$ cat src/rtl/cpu_sequencer_if.sv
// Bundle of the control, handshake, decode and status signals between the
// CPU sequencer and the rest of the core.
interface cpu_sequencer_if #(
  parameter int CNT_W = 32
);
  logic             start;
  logic             stop;
  logic             imem_ack;
  logic             dmem_ack;
  logic             is_load;
  logic             is_store;
  logic             is_halt;
  logic             reg_write;
  logic             imem_req;
  logic             ir_we;
  logic             dmem_req;
  logic             dmem_we;
  logic             pc_we;
  logic             rf_we;
  logic [2:0]       state;
  logic             halted;
  logic             err;
  logic [CNT_W-1:0] retired;
  logic [CNT_W-1:0] cycles;

  modport master (
    input  start, stop, imem_ack, dmem_ack, is_load, is_store, is_halt, reg_write,
    output imem_req, ir_we, dmem_req, dmem_we, pc_we, rf_we, state, halted, err,
           retired, cycles
  );

  modport slave (
    output start, stop, imem_ack, dmem_ack, is_load, is_store, is_halt, reg_write,
    input  imem_req, ir_we, dmem_req, dmem_we, pc_we, rf_we, state, halted, err,
           retired, cycles
  );
endinterface

$ cat src/rtl/cpu_sequencer.sv
// Multi-cycle instruction sequencer: FETCH/DECODE/EXEC/MEM/WB control with
// req/ack memory handshakes, a wait watchdog and performance counters.
module cpu_sequencer #(
  parameter int CNT_W   = 32,
  parameter int TIMEOUT = 16
) (
  input  logic            clk,
  input  logic            rstd,
  cpu_sequencer_if.master bus
);

  localparam int WAIT_W = (TIMEOUT > 0) ? $clog2(TIMEOUT + 1) : 1;

  typedef enum logic [2:0] {
    S_IDLE   = 3'd0,
    S_FETCH  = 3'd1,
    S_DECODE = 3'd2,
    S_EXEC   = 3'd3,
    S_MEM    = 3'd4,
    S_WB     = 3'd5,
    S_HALT   = 3'd6,
    S_ERR    = 3'd7
  } state_e;

  state_e            state_q, state_d;
  logic [WAIT_W-1:0] wait_q, wait_d;
  logic              waiting;
  logic              timeout_hit;
  logic              active;

  logic             imem_req_q, dmem_req_q, dmem_we_q, pc_we_q, rf_we_q;
  logic             halted_q, err_q;
  logic [CNT_W-1:0] retired_q, cycles_q;

  // A wait cycle is one spent in FETCH or MEM without the matching ack.
  assign waiting = ((state_q == S_FETCH) && !bus.imem_ack) ||
                   ((state_q == S_MEM)   && !bus.dmem_ack);

  // Fires on the TIMEOUT-th consecutive ack-less wait cycle; an ack in that cycle wins.
  assign timeout_hit = (TIMEOUT != 0) && waiting &&
                       ((32'(wait_q) + 32'd1) == 32'(TIMEOUT));

  assign active = (state_q == S_FETCH) || (state_q == S_DECODE) ||
                  (state_q == S_EXEC)  || (state_q == S_MEM)    ||
                  (state_q == S_WB);

  // NOTE: every signal gets a default before the case so no latch is inferred.
  always_comb begin
    state_d = state_q;
    wait_d  = waiting ? wait_q + WAIT_W'(1) : '0;
    unique case (state_q)
      S_IDLE:   if (bus.start) state_d = S_FETCH;
      S_FETCH: begin
        if (bus.imem_ack)     state_d = S_DECODE;
        else if (timeout_hit) state_d = S_ERR;
      end
      S_DECODE: state_d = bus.is_halt ? S_HALT : S_EXEC;
      S_EXEC:   state_d = (bus.is_load || bus.is_store) ? S_MEM : S_WB;
      S_MEM: begin
        if (bus.dmem_ack)     state_d = S_WB;
        else if (timeout_hit) state_d = S_ERR;
      end
      S_WB:     state_d = bus.stop ? S_IDLE : S_FETCH;
      S_HALT:   state_d = S_HALT;
      S_ERR:    state_d = S_ERR;
      default:  state_d = S_ERR;
    endcase
  end

  // NOTE: the reset branch clears every register, so all enables drop the
  // moment rstd rises, even mid-handshake.
  always_ff @(posedge clk or posedge rstd) begin
    if (rstd) begin
      state_q    <= S_IDLE;
      wait_q     <= '0;
      imem_req_q <= 1'b0;
      dmem_req_q <= 1'b0;
      dmem_we_q  <= 1'b0;
      pc_we_q    <= 1'b0;
      rf_we_q    <= 1'b0;
      halted_q   <= 1'b0;
      err_q      <= 1'b0;
      retired_q  <= '0;
      cycles_q   <= '0;
    end else begin
      // NOTE: non-blocking assignments so every register samples pre-edge values.
      state_q    <= state_d;
      wait_q     <= wait_d;
      imem_req_q <= (state_d == S_FETCH);
      dmem_req_q <= (state_d == S_MEM);
      // The write strobe is captured on MEM entry and held for the whole access.
      dmem_we_q  <= (state_d == S_MEM) &&
                    ((state_q == S_MEM) ? dmem_we_q : bus.is_store);
      pc_we_q    <= (state_d == S_WB);
      rf_we_q    <= (state_d == S_WB) && bus.reg_write;
      halted_q   <= (state_d == S_HALT);
      err_q      <= (state_d == S_ERR);
      if (state_q == S_WB) retired_q <= retired_q + CNT_W'(1);
      if (active)          cycles_q  <= cycles_q + CNT_W'(1);
    end
  end

  // ir_we is the one Mealy output: it follows imem_ack within the FETCH cycle.
  assign bus.ir_we    = (state_q == S_FETCH) && bus.imem_ack;
  assign bus.imem_req = imem_req_q;
  assign bus.dmem_req = dmem_req_q;
  assign bus.dmem_we  = dmem_we_q;
  assign bus.pc_we    = pc_we_q;
  assign bus.rf_we    = rf_we_q;
  assign bus.state    = state_q;
  assign bus.halted   = halted_q;
  assign bus.err      = err_q;
  assign bus.retired  = retired_q;
  assign bus.cycles   = cycles_q;

endmodule

$ cat src/flat_wrapper.sv
// flat-port wrapper written by rule: the top's interface ports become plain ports
module cpu_sequencer_flat 
#(
  parameter int CNT_W   = 32,
  parameter int TIMEOUT = 16
)
  (clk, rstd, bus_start, bus_stop, bus_imem_ack, bus_dmem_ack, bus_is_load, bus_is_store, bus_is_halt, bus_reg_write, bus_imem_req, bus_ir_we, bus_dmem_req, bus_dmem_we, bus_pc_we, bus_rf_we, bus_state, bus_halted, bus_err, bus_retired, bus_cycles);
  cpu_sequencer_if #(.CNT_W(CNT_W)) bus_i ();
  input  logic clk;
  input  logic rstd;
  input wire logic [$bits(bus_i.start)-1:0] bus_start;
  input wire logic [$bits(bus_i.stop)-1:0] bus_stop;
  input wire logic [$bits(bus_i.imem_ack)-1:0] bus_imem_ack;
  input wire logic [$bits(bus_i.dmem_ack)-1:0] bus_dmem_ack;
  input wire logic [$bits(bus_i.is_load)-1:0] bus_is_load;
  input wire logic [$bits(bus_i.is_store)-1:0] bus_is_store;
  input wire logic [$bits(bus_i.is_halt)-1:0] bus_is_halt;
  input wire logic [$bits(bus_i.reg_write)-1:0] bus_reg_write;
  output wire logic [$bits(bus_i.imem_req)-1:0] bus_imem_req;
  output wire logic [$bits(bus_i.ir_we)-1:0] bus_ir_we;
  output wire logic [$bits(bus_i.dmem_req)-1:0] bus_dmem_req;
  output wire logic [$bits(bus_i.dmem_we)-1:0] bus_dmem_we;
  output wire logic [$bits(bus_i.pc_we)-1:0] bus_pc_we;
  output wire logic [$bits(bus_i.rf_we)-1:0] bus_rf_we;
  output wire logic [$bits(bus_i.state)-1:0] bus_state;
  output wire logic [$bits(bus_i.halted)-1:0] bus_halted;
  output wire logic [$bits(bus_i.err)-1:0] bus_err;
  output wire logic [$bits(bus_i.retired)-1:0] bus_retired;
  output wire logic [$bits(bus_i.cycles)-1:0] bus_cycles;
  assign bus_i.start = bus_start;
  assign bus_i.stop = bus_stop;
  assign bus_i.imem_ack = bus_imem_ack;
  assign bus_i.dmem_ack = bus_dmem_ack;
  assign bus_i.is_load = bus_is_load;
  assign bus_i.is_store = bus_is_store;
  assign bus_i.is_halt = bus_is_halt;
  assign bus_i.reg_write = bus_reg_write;
  assign bus_imem_req = bus_i.imem_req;
  assign bus_ir_we = bus_i.ir_we;
  assign bus_dmem_req = bus_i.dmem_req;
  assign bus_dmem_we = bus_i.dmem_we;
  assign bus_pc_we = bus_i.pc_we;
  assign bus_rf_we = bus_i.rf_we;
  assign bus_state = bus_i.state;
  assign bus_halted = bus_i.halted;
  assign bus_err = bus_i.err;
  assign bus_retired = bus_i.retired;
  assign bus_cycles = bus_i.cycles;
  cpu_sequencer #(.CNT_W(CNT_W), .TIMEOUT(TIMEOUT)) u_core (.clk(clk), .rstd(rstd), .bus(bus_i));
endmodule
$ cat config.mk
export PLATFORM = sky130hd
export DESIGN_NAME = cpu_sequencer_flat
export DESIGN_NICKNAME = d
export VERILOG_FILES = /design/src/rtl/cpu_sequencer_if.sv /design/src/rtl/cpu_sequencer.sv /design/src/flat_wrapper.sv
export SDC_FILE = /design/constraint.sdc
export NUM_CORES = 1
export LEC_CHECK = 0
export ABC_AREA = 1
export CORE_UTILIZATION = 57
export DETAILED_ROUTE_END_ITERATION = 8
export GPL_TIMING_DRIVEN = 0
export PLACE_DENSITY = 0.86
export SLEW_MARGIN = 20
export SYNTH_ARGS = -nofsm -noshare
export SYNTH_HDL_FRONTEND = slang
export SYNTH_SLANG_ARGS = --single-unit
$ cat constraint.sdc
create_clock -name clk -period 6.7 [get_ports clk]
set_input_delay 1.34 -clock clk [delete_from_list [all_inputs] [get_ports clk]]
set_output_delay 1.34 -clock clk [all_outputs]
set_load 0.02 [all_outputs]
# Word-level counts from Yosys, hierarchy flattened
# Index checks and enable logic that the tools add are counted.
[totals]
out_inout_bits = 75
wordCells = 53
input_bits = 10
register_bits = 79
[op_classes]
n_eq_ne = 13
n_mux = 10
add_sub_neg = 4
n_reduce_logical = 15
[op_table]
columns = ["cell", "count"]
rows = [
  ["adder 32 x 1 -> 32 bit (second input constant)", 2],
  ["equality test 32 x 5 -> 1 bit (second input constant)", 1],
  ["equality test 3 bit (second input constant)", 8],
  ["case mux 3 bit (8 select lines)", 1],
  ["2-to-1 mux 3 bit", 5],
  ["adder 5 x 1 -> 6 bit (second input constant)", 1],
  ["equality test 3 x 1 -> 1 bit (second input constant)", 2],
  ["equality test 3 x 2 -> 1 bit (second input constant)", 2],
  ["logical AND 1 bit", 6],
  ["logical OR 1 bit", 6],
  ["adder 5 x 1 -> 5 bit (second input constant)", 1],
  ["2-to-1 mux 5 bit", 1],
  ["logical NOT 3 bit", 1],
  ["2-to-1 mux 1 bit", 3],
  ["logical NOT 1 bit", 2],
]

# Longest topological paths before layout
# Gate-level depths: netlist of run 1.
[depth]
word_depth = 9
mapped_depth = 12

# Least setup slack after synthesis of run 1
# Ideal clock, no wire load.
[synth_timing]
path_kind = "input port to output port"
start = "input port bus_imem_ack"
end = "output port bus_ir_we"
setup_slack_ps = 3684
n_path_buf = 0
stages = 2
t_arrival_ps = 1676
t_required_ps = 5360
cell_sequence = "inv_1 > nor2_1"
[synth_via]
elab_chain_len = 1
[synth_rtl]
columns = ["element", "line", "text"]
rows = [
  ["from (decl)", "flat_wrapper.sv:13", "input wire logic [$bits(bus_i.imem_ack)-1:0] bus_imem_ack;"],
  ["logical AND 1 bit", "cpu_sequencer.sv:104", "assign bus.ir_we = (state_q == S_FETCH) && bus.imem_ack;"],
  ["to (decl)", "flat_wrapper.sv:20", "output wire logic [$bits(bus_i.ir_we)-1:0] bus_ir_we;"],
]
# Every way passes these cells.

# Final worst setup path of run 1
# Ends and elaborated chain as after synthesis.

==> results.toml, run 1 <==
[outcome]
status = "finished, final reports clean"

[synthesis]
yosysTopAreaCell = "dfrtp_1"
synthDistinctLibCells = 38
synth_area_um2 = 4460
yosys_most_used_dff = "dfrtp_1"
synth_edf_count = 0
synth_nets = 547
yosysSeqAreaShare_pct = 44.3
ys_top_cells_by_count = "nand2_1, dfrtp_1, inv_1"
yosys_warnings = 0
synth.most_common_cell = "nand2_1"
synthArstFlopShare_pct = 100
synthCells = 533
yosys-top-cells-area = "dfrtp_1, nand2_1, inv_1"
ys_ff_latch = 79
synth_top_area_share_pct = 44.3
syn_avg_cell_area_um2 = 8.36

[clock_network]
ctsHoldBuffers = 0
numCtsBuffers = 9
root_buffer = "clkbuf_8"
cts_tree = "built"
clk_latency_ns = 0.34
path_clk_slew_ns = 0.08
cts.htree.levels = 3
cts_num_sinks = 79
cts_resized = 0
clk_path_buf_depth = 2
post_cts_buffers = 0

[power_and_ir_drop]
max-vdd-ir-drop_mv = 0.167
power_per_cell_area_nw_per_um2 = 264
p_leak_nw = 2.59

[setup_path]
crit_slowest_cell = "clkdlybuf4s50_1"
worstPathCellList = "clkdlybuf4s50_1 -> inv_1 -> nor2_1 -> clkdlybuf4s50_1"
slowest_delay_ns = 0.61
cp_num_buf_inv = 3
critPathArrivalTime_ns = 2.56
crit_type = "in -> out"
endpoint_kind = "primary output"
worstPathMaxFanout = 3
cp.required_ns = 5.36
cp-start-kind = "input port"
critPathTopFamily = "buffers and inverters"
cpMostUsedCell = "clkdlybuf4s50_1"

[global_routing]
grt_max_degree = 60
use_met2_pct = 47.1
grt_overflow = 0
grt_pass1_vias = 3815
use_met3_pct = 6.14
use_met1_pct = 33.1
grt_usage_pct = 26.8
busiest_layer = "met2"
grt_pass1_wl_mm = 17.6
antenna_found_initial = 0

[sta]
worstMarginPinSlew_ns = 0.498
finalCritPeriodShare_pct = 58.2
fin_setup_tns_ns = 0
slew_headroom_pct = 66.6
period_needed_ns = 3.90
setup_violations = 0
hold_violations = 0
finClkSkew_ns = 0.0118
rsz0062_at_grt = "false"
fmax_ghz = 0.257
slew_violations = 0

[detailed_routing]
ant_nets = 0
drcViolationCount = 0
vias = 3926
drt_wl_total_mm = 10.3
detail_route.wl_per_cell_um = 14.0
post_drt_via_cell_ratio = 5.36
drt_pass1_iterations = 5
dr.first_iter.drc_count = 238

[floorplanning]
dieArea_um2 = 8180
floorplan.rows = 31
die_y_um = 90.4
io_pins = 85
start_util_pct = 60.2
fp.dieW_um = 90.4
core_um2 = 7410

[finish]
drive_gt1_share_pct = 11.0
fin_cells = 733
synthToLayoutAreaGrowth_pct = 26.8
n_antenna_cell = 0
final_nets = 643

[placement]
port_buffers = 84
gp_congestion = 0.890
dp_cells = 717
dp_hpwl_mm = 7.86

[run]
max-cap-violations = 0

[worst_hold_path]
min_path_type = "reg -> reg"
cell families (layout without fill, tap and decap cells):
kind of cell / Yosys count / in the layout / share of synthesized area, %
fa+ha+maj: 4 / 4 / 1.12
simple gates: 304 / 304 / 35.5
flops: 79 / 79 / 44.3
xor+xnor: 50 / 50 / 9.82
buf+inv: 75 / 176 / 6.62
compound gates: 21 / 21 / 2.55
final timing paths:
check | start | endpoint | slack [ns] | cells past startpoint
max | bus_imem_ack | bus_ir_we | 2.80 | 4
min | u_core.bus.retired[16] | u_core.bus.retired[16] | 0.53 | 1
max reg2reg | u_core.wait_q[0] | u_core.bus.rf_we | 4.90 | 12
min reg2reg | u_core.bus.retired[16] | u_core.bus.retired[16] | 0.53 | 1
max in group asynchronous | rstd | u_core.bus.retired[1] | 4.83 | 3
min in group asynchronous | rstd | u_core.bus.cycles[24] | 1.30 | 2
metal layers:
metal  up-vias  wire length, um  part of all wire [%]
met3        13              559                   5.5
met2       135             5270                    51
met5         -                0                     0
li1       1893                -                     -
met1      1885             4330                    42
met4         0               95                  0.93
flip-flops by register name, summed over array words and instances (netlist names):
| register | flops |
|---|---|
| u_core.bus.retired | 32 |
| u_core.bus.err | 1 |
| u_core.bus.pc_we | 1 |
| u_core.bus.imem_req | 1 |
| u_core.bus.dmem_req | 1 |
| u_core.wait_q | 5 |
| u_core.bus.halted | 1 |
| u_core.bus.state | 3 |
| u_core.bus.cycles | 32 |
| u_core.bus.dmem_we | 1 |
| u_core.bus.rf_we | 1 |
per-stage QoR:
step	hold WS [ns]	area, um^2	utilization, %	worst slack (ns)	total power (W)
after CTS	0.525	5650	76.3	2.79	0.00150
final	0.526	5650	76.3	2.80	0.00149
after global routing	0.545	5650	76.3	2.76	0.00158
after global placement	0.506	5420	73.2	2.15	0.00113
after floorplan	0.494	4460	-	3.34	0.000950
after detailed placement	0.511	5450	73.6	2.79	0.00115
placed cells by master (no fill, tap or decap), types with 15 or more instances in the layout:
cell type	n
nand2_1	140
nand3_1	30
nor3_1	15
clkdlybuf4s50_1	84
nand4_1	19
xnor2_1	24
xor2_1	26
inv_1	64
dfrtp_1	79
nor2_1	49
power by group:
part / total, W / switching [W] / internal, W
registers: 0.000609 / 0.0000733 / 0.000536
logic: 0.000536 / 0.000335 / 0.000201
clock network: 0.000347 / 0.000165 / 0.000182
final cells by class:
type,count,area [um^2]
inverter,72,280
clock buffer,11,141
sequential,79,1980
clock inverter,5,57.6
timing repair buffer,85,868
tap,99,124
buffer,3,17.5
multi-input combinational,379,2190
fill,522,1760
No activity file was read; power rests on OpenSTA's default activity.
==> inputs of run 2 (changes only) <==
CORE_UTILIZATION = 47   (was 57)
PLACE_DENSITY = 0.76   (was 0.86)
clock period = 3.2 ns   (was 6.7 ns; I/O delays follow)
==> results.toml, run 2 (same netlist as run 1, synthesis figures left out) <==
[outcome]
status = "finished, final reports clean"

[setup_path]
rr_startpoint = "u_core.wait_q[0]"
critPathArrivalTime_ns = 1.86
endpoint_kind = "primary output"
rr_worst_depth = 12
worstPathMaxFanout = 3
cp.required_ns = 2.56
rrSetupSlack_ns = 1.39
cp-start-kind = "input port"
r2r-end = "u_core.bus.rf_we"
crit_type = "in -> out"

[sta]
finalCritPeriodShare_pct = 78.0
fmax_ghz = 0.400
period_needed_ns = 2.50
setup_violations = 0
rsz0062_at_grt = "false"
hold_violations = 0
slew_violations = 0
slew_headroom_pct = 65.3
finClkSkew_ns = 0.0105
worstMarginPinSlew_ns = 0.520

[clock_network]
clk_latency_ns = 0.36
ctsHoldBuffers = 0
cts_resized = 0
root_buffer = "clkbuf_8"
numCtsBuffers = 9
cts.htree.levels = 3
post_cts_buffers = 0
clk_path_buf_depth = 2
cts_tree = "built"
cts_num_sinks = 79
path_clk_slew_ns = 0.08

[worst_hold_path]
whs_path_depth = 1
holdCritStartpoint = "u_core.bus.retired[4]"
hold_end = "u_core.bus.retired[4]"
min_path_type = "reg -> reg"

[run]
max-cap-violations = 0

[power_and_ir_drop]
max-vdd-ir-drop_mv = 0.284
p_leak_nw = 2.59
p_seq_share_pct = 40.0
power.switching_w = 0.00121
power_per_cell_area_nw_per_um2 = 563
p_total_w = 0.00319
switching_share_pct = 38.0
p_int_w = 0.00198
p_clk_share_pct = 25.4
power.combinational.fraction_pct = 34.6

[placement]
gp_congestion = 0.878
dp_hpwl_mm = 7.67
port_buffers = 84
dp_cells = 729
postPlaceCellArea_um2 = 5460

[global_routing]
grt_pass1_vias = 3856
grt_max_degree = 42
grt_pass1_wl_mm = 17.7
grt_usage_pct = 22.6
antenna_found_initial = 0
grt_overflow = 0

[finish]
final_nets = 643
drive_gt1_share_pct = 10.9
mostFrequentLayoutCells = "nand2_1, clkdlybuf4s50_1, dfrtp_1"
utilization_pct = 61.7
final_common_cell = "nand2_1"
fin_cells = 745
synthToLayoutAreaGrowth_pct = 27.3
design_area_um2 = 5670
n_antenna_cell = 0

[floorplanning]
dieArea_um2 = 9880
core_um2 = 9200
io_pins = 85
start_util_pct = 48.5
floorplan.rows = 35
fp.dieW_um = 99.4
die_y_um = 99.4

[detailed_routing]
drcViolationCount = 0
ant_nets = 0
drt_pass1_iterations = 4
post_drt_via_cell_ratio = 5.16
detail_route.wl_per_cell_um = 13.7
drt_wl_total_mm = 10.2
dr.first_iter.drc_count = 107
vias = 3842
==> run 2: changes by cell type in the layout (fill, tap and decap cells not counted), sizes merged <==
cell / change
bufinv: +1
clkinv: -1
==> run 2: power groups by stage <==
stage	clock, W	combinational, W	sequential [W]
final	0.000810	0.00110	0.00128
after global routing	0.000862	0.00120	0.00130
after CTS	0.000824	0.00112	0.00128
after detailed placement	0	0.00111	0.00130
after global placement	0	0.00108	0.00129
after floorplan	0	0.000581	0.00141
==> run 2: per-layer routing <==
layer	share of wire [%]	vias up	track usage (%)
met5	0	-	0
met4	2.3	0	9.84
met3	4.4	23	3.94
met2	49	118	37.9
met1	45	1824	28.7
li1	-	1877	-
==> run 2: metrics by stage <==
stage | hold WS (ns) | setup WS (ns) | setup TNS (ns)
after detailed placement | 0.516 | 0.695 | 0
after global routing | 0.562 | 0.651 | 0
after floorplan | 0.494 | 0.537 | 0
after global placement | 0.513 | -0.763 | -59.99
after CTS | 0.533 | 0.695 | 0
final | 0.527 | 0.703 | 0
==> run 2: worst max path at each step <==
stage | from | end | slack (ns) | cells past startpoint
2_1_floorplan | rstd | u_core.bus.cycles[0] | 0.54 | 1
3_3_place_gp | rstd | u_core.bus.cycles[0] | -0.76 | 2
3_5_place_dp | bus_imem_ack | bus_ir_we | 0.69 | 4
4_1_cts | bus_imem_ack | bus_ir_we | 0.69 | 4
5_1_grt | bus_imem_ack | bus_ir_we | 0.65 | 4
6_report | bus_imem_ack | bus_ir_we | 0.70 | 4
==> run 2: worst max-delay path: stages <==
cell	delay (ns)
clkdlybuf4s50_1	0.45
inv_1	0.05
nor2_1	0.11
clkdlybuf4s50_1	0.61
==> run 2: cell type report <==
type / instances / area [um^2]
Fill cell: 812 / 3520
Timing Repair Buffer: 85 / 861
Sequential cell: 79 / 1980
Multi-Input combinational cell: 379 / 2190
Inverter: 72 / 280
Clock inverter: 5 / 82.6
Clock buffer: 11 / 131
Buffer: 3 / 17.5
Tap cell: 111 / 139
==> inputs of run 3 (changes only) <==
CORE_UTILIZATION = 53   (was 47)
PLACE_DENSITY = 0.81   (was 0.76)
clock period = 2.4 ns   (was 3.2 ns; I/O delays follow)
==> results.toml, run 3 (same netlist as run 1, synthesis figures left out) <==
[outcome]
status = "finished, final reports clean"

[power_and_ir_drop]
power_per_cell_area_nw_per_um2 = 755
p_leak_nw = 2.60
max-vdd-ir-drop_mv = 0.432

[sta]
worstMarginPinSlew_ns = 0.604
setup_violations = 0
fin_setup_tns_ns = 0
finClkSkew_ns = 0.00841
period_needed_ns = 2.28
worst_slack_ns = 0.116
rsz0062_at_grt = "false"
slew_violations = 0
holdWs_ns = 0.514
slew_headroom_pct = 59.4
hold_violations = 0
finalCritPeriodShare_pct = 95.2
fmax_ghz = 0.438

[clock_network]
post_cts_buffers = 0
numCtsBuffers = 9
clk_path_buf_depth = 2
cts_num_sinks = 79
ctsHoldBuffers = 0
cts.htree.levels = 3
cts_resized = 0
path_clk_slew_ns = 0.08
cts_tree = "built"
clk_latency_ns = 0.35
root_buffer = "clkbuf_8"

[setup_path]
rr_worst_depth = 12
rr_startpoint = "u_core.wait_q[0]"
worstPathMaxFanout = 8
endpoint_kind = "primary output"
critPathArrivalTime_ns = 1.80
cp.required_ns = 1.92
rrSetupSlack_ns = 0.55
crit_type = "reg -> out"
cp-start-kind = "flop"
r2r-end = "u_core.bus.rf_we"

[global_routing]
grt_usage_pct = 25.8
grt_pass1_vias = 3856
grt_overflow = 0
grt_max_degree = 35
grt_pass1_wl_mm = 17.5
antenna_found_initial = 0

[placement]
dp_hpwl_mm = 7.67
dp_slack_ns = 0.228
port_buffers = 84
gp_congestion = 0.863

[detailed_routing]
drt_pass1_iterations = 5
post_drt_via_cell_ratio = 5.27
ant_nets = 0
detail_route.wl_per_cell_um = 14.1
vias = 3902
drt_wl_total_mm = 10.4
drcViolationCount = 0
dr.first_iter.drc_count = 180

[finish]
mostFrequentLayoutCells = "nand2_1, clkdlybuf4s50_1, dfrtp_1"
drive_gt1_share_pct = 11.0
nFillCells = 649
n_antenna_cell = 0
synthToLayoutAreaGrowth_pct = 27.8
final_nets = 644
final_common_cell = "nand2_1"

[floorplanning]
core_um2 = 8180
fp.dieW_um = 93.7
dieArea_um2 = 8780
floorplan.rows = 33
die_y_um = 93.7
start_util_pct = 54.5
io_pins = 85

[run]
max-cap-violations = 0

[worst_hold_path]
min_path_type = "in -> async"
run 3: power breakdown:
part | total, W | switching [W] | internal, W
sequential | 0.00171 | 0.000210 | 0.00150
combinational | 0.00148 | 0.000922 | 0.000559
clock | 0.00112 | 0.000474 | 0.000643
run 3: metal layers:
layer  GRT usage, %  share of wire (%)  up-vias
li1               -                  -     1888
met1           32.9                 42     1849
met2           42.1                 49      139
met3           4.77                5.9       26
met4           12.9                2.5        0
met5              0                  0        -
run 3: worst max-delay path by stage:
stage | start | to | slack [ns]
2_1_floorplan | u_core.bus.retired[1] | u_core.bus.retired[26] | 0.75
3_3_place_gp | rstd | u_core.bus.cycles[2] | 0.12
3_5_place_dp | bus_imem_ack | bus_ir_we | 0.23
4_1_cts | u_core.bus.state[2] | bus_ir_we | 0.10
5_1_grt | u_core.bus.state[2] | bus_ir_we | 0.05
6_report | u_core.bus.state[2] | bus_ir_we | 0.12
run 3: worst max-delay path, stage by stage (launching register included):
cell             delay [ns]
dfrtp_1                0.39
buf_4                  0.18
inv_2                  0.09
nand3_1                0.10
nor2_1                 0.10
clkdlybuf4s50_1        0.61
run 3: area by class of cell:
class,instances,area (um^2),area share [%]
clock buffer,13,159,2.79
buffer,3,17.5,0.307
clock inverter,3,65.1,1.14
multi-input combinational,379,2190,38.4
sequential,79,1980,34.7
inverter,72,282,4.94
timing repair buffer,86,881,15.5
tap,105,131,2.31
run 3: metrics by stage:
stage                     utilization (%)  total power [W]  cells  cell area [um^2]
after CTS                            69.7          0.00432    740              5700
after global placement               66.5          0.00315    722              5430
final                                69.7          0.00430    740              5700
after detailed placement             67.0          0.00320    724              5470
after global routing                 69.7          0.00454    740              5700
after floorplan                         -          0.00265    533              4460
==> variant, RTL diff (flow settings as in run 2) <==
Make the reset (`rstd`) synchronous in one clocked block.
--- a/src/rtl/cpu_sequencer.sv
+++ b/src/rtl/cpu_sequencer.sv
@@ -70,5 +70,5 @@
   // NOTE: the reset branch clears every register, so all enables drop the
   // moment rstd rises, even mid-handshake.
-  always_ff @(posedge clk or posedge rstd) begin
+  always_ff @(posedge clk) begin
     if (rstd) begin
       state_q    <= S_IDLE;
Check against the original RTL: differs if rstd is asserted again (counterexample within 4 cycles, from zero or initial values and one cycle with rstd high); with rstd held inactive, the same outputs for 10 cycles.
==> variant against run 2 <==
Cell area up 0.75%. Core utilization grew 0.17 points. Sequential cell count stayed put. Synthesized cell count is 33% higher. Setup slack worse by 0.015 ns. Area after synthesis grew 0.84%. Sequential share of layout area decreased by 7.2 points. Critical path depth did not move. Routed wire length is 21% higher.
Power is not compared: it rests on default switching activity, and its combinational part moved more than twofold at a synthesized area within 25%.
==> variant: results (changes against run 2) <==
library cells used by synthesis: 36 (-5.3%)
Finished Cell Area: 5720 um^2 (+0.75%)
clock insertion delay at the later pin of the skew report: 0.36 ns (about the same)
vias in the first global route: 4366 (+13%)
M1 GR Usage: 0.352 (+0.0641)
Hold WS: 0.496 ns (-0.0307 ns)
grt met2 use: 0.429 (+0.0499)
ys async rst share: 0 (-1.00)
largest net degree at the start of global routing: 15 (-64%)
worst hold path startpoint: u_core.bus.retired[31]$_SDFFE_PP0P_
Tcrit/Tclk final: 0.785 (+0.00467)
synth cell count leaders: 224 x nand2_1, 96 x nor2_1, 83 x inv_1
routed wl met3: 714 um (+60%)
met1 wire length: 5760 um (+26%)
Via density: 5.12 (-0.76%)
register area share after synthesis: 0.352 (-0.0917)
Detailed Place HPWL: 9350 um (+22%)
deepest clock path buffer count: 2 (unchanged)
worst flop-to-flop path endpoint: u_core.bus.cycles[20]$_SDFFE_PP0P_
Synth Instances: 711 (+33%)
Hold EP: u_core.bus.retired[31]$_SDFFE_PP0P_
net count after synthesis: 725 (+33%)
Cells after DPL: 924 (+27%)
RD Place Congestion: 0.927 (+5.5%)
multiplexer area fraction after synthesis: 0.00223 (+0.00223)
WHS Path Cells: 2 (+1)
Synth Area in Compound Gates: 0.102 (+0.0763)
fraction of layout cells with a size suffix above 1: 0.0641 (-0.0447)
1st-pass router iterations: 5 (+1)
Total GRT Usage: 0.263 (+0.0370)
flop2flop setup slack: 1.21 ns (-0.18 ns)
Vias: 4811 (+25%)
first-pass GRT wire length: 20600 um (+17%)
Worst R2R Path Depth: 10 (-2)
clk_skew: 0.0122 ns (+0.00174 ns)
Slew headroom: 0.534 (-0.119)
top_reg_cell synth: dfxtp_1
Reg2Reg Launch Point: u_core.bus.cycles[1]$_SDFFE_PP0P_
CP max stage cell: clkdlybuf4s50_1
Final Routed Wirelength: 12300 um (+21%)
grt met3 use: 0.0418 (+0.00243)
status: completed
## variant: cell count changes after synthesis, moves of 17 or more
| cell | run 2 | this run |
|---|---|---|
| o21ai_0 | 7 | 24 |
| inv_1 | 65 | 83 |
| nor2_1 | 49 | 96 |
| dfxtp_1 | 0 | 79 |
| xor2_1 | 26 | 9 |
| a21oi_1 | 6 | 54 |
| dfrtp_1 | 79 | 0 |
| nand2_1 | 140 | 224 |
| xnor2_1 | 24 | 0 |
## variant: cell type report
| cell class | instances | share of cell area |
|---|---|---|
| multi-input combinational | 530 | 0.441 |
| sequential | 79 | 0.277 |
| timing repair buffer | 84 | 0.147 |
| inverter | 88 | 0.0578 |
| tap | 129 | 0.0282 |
| clock buffer | 9 | 0.0217 |
| clock inverter | 7 | 0.0166 |
| buffer | 14 | 0.0112 |
## variant: power by group through the flow
stage	clock (uW)	combinational (uW)	sequential [uW]
final	840	201	1020
after floorplan	0	110	1050
after CTS	851	201	1020
after detailed placement	0	201	1040
after global routing	899	221	1020
after global placement	0	197	1040
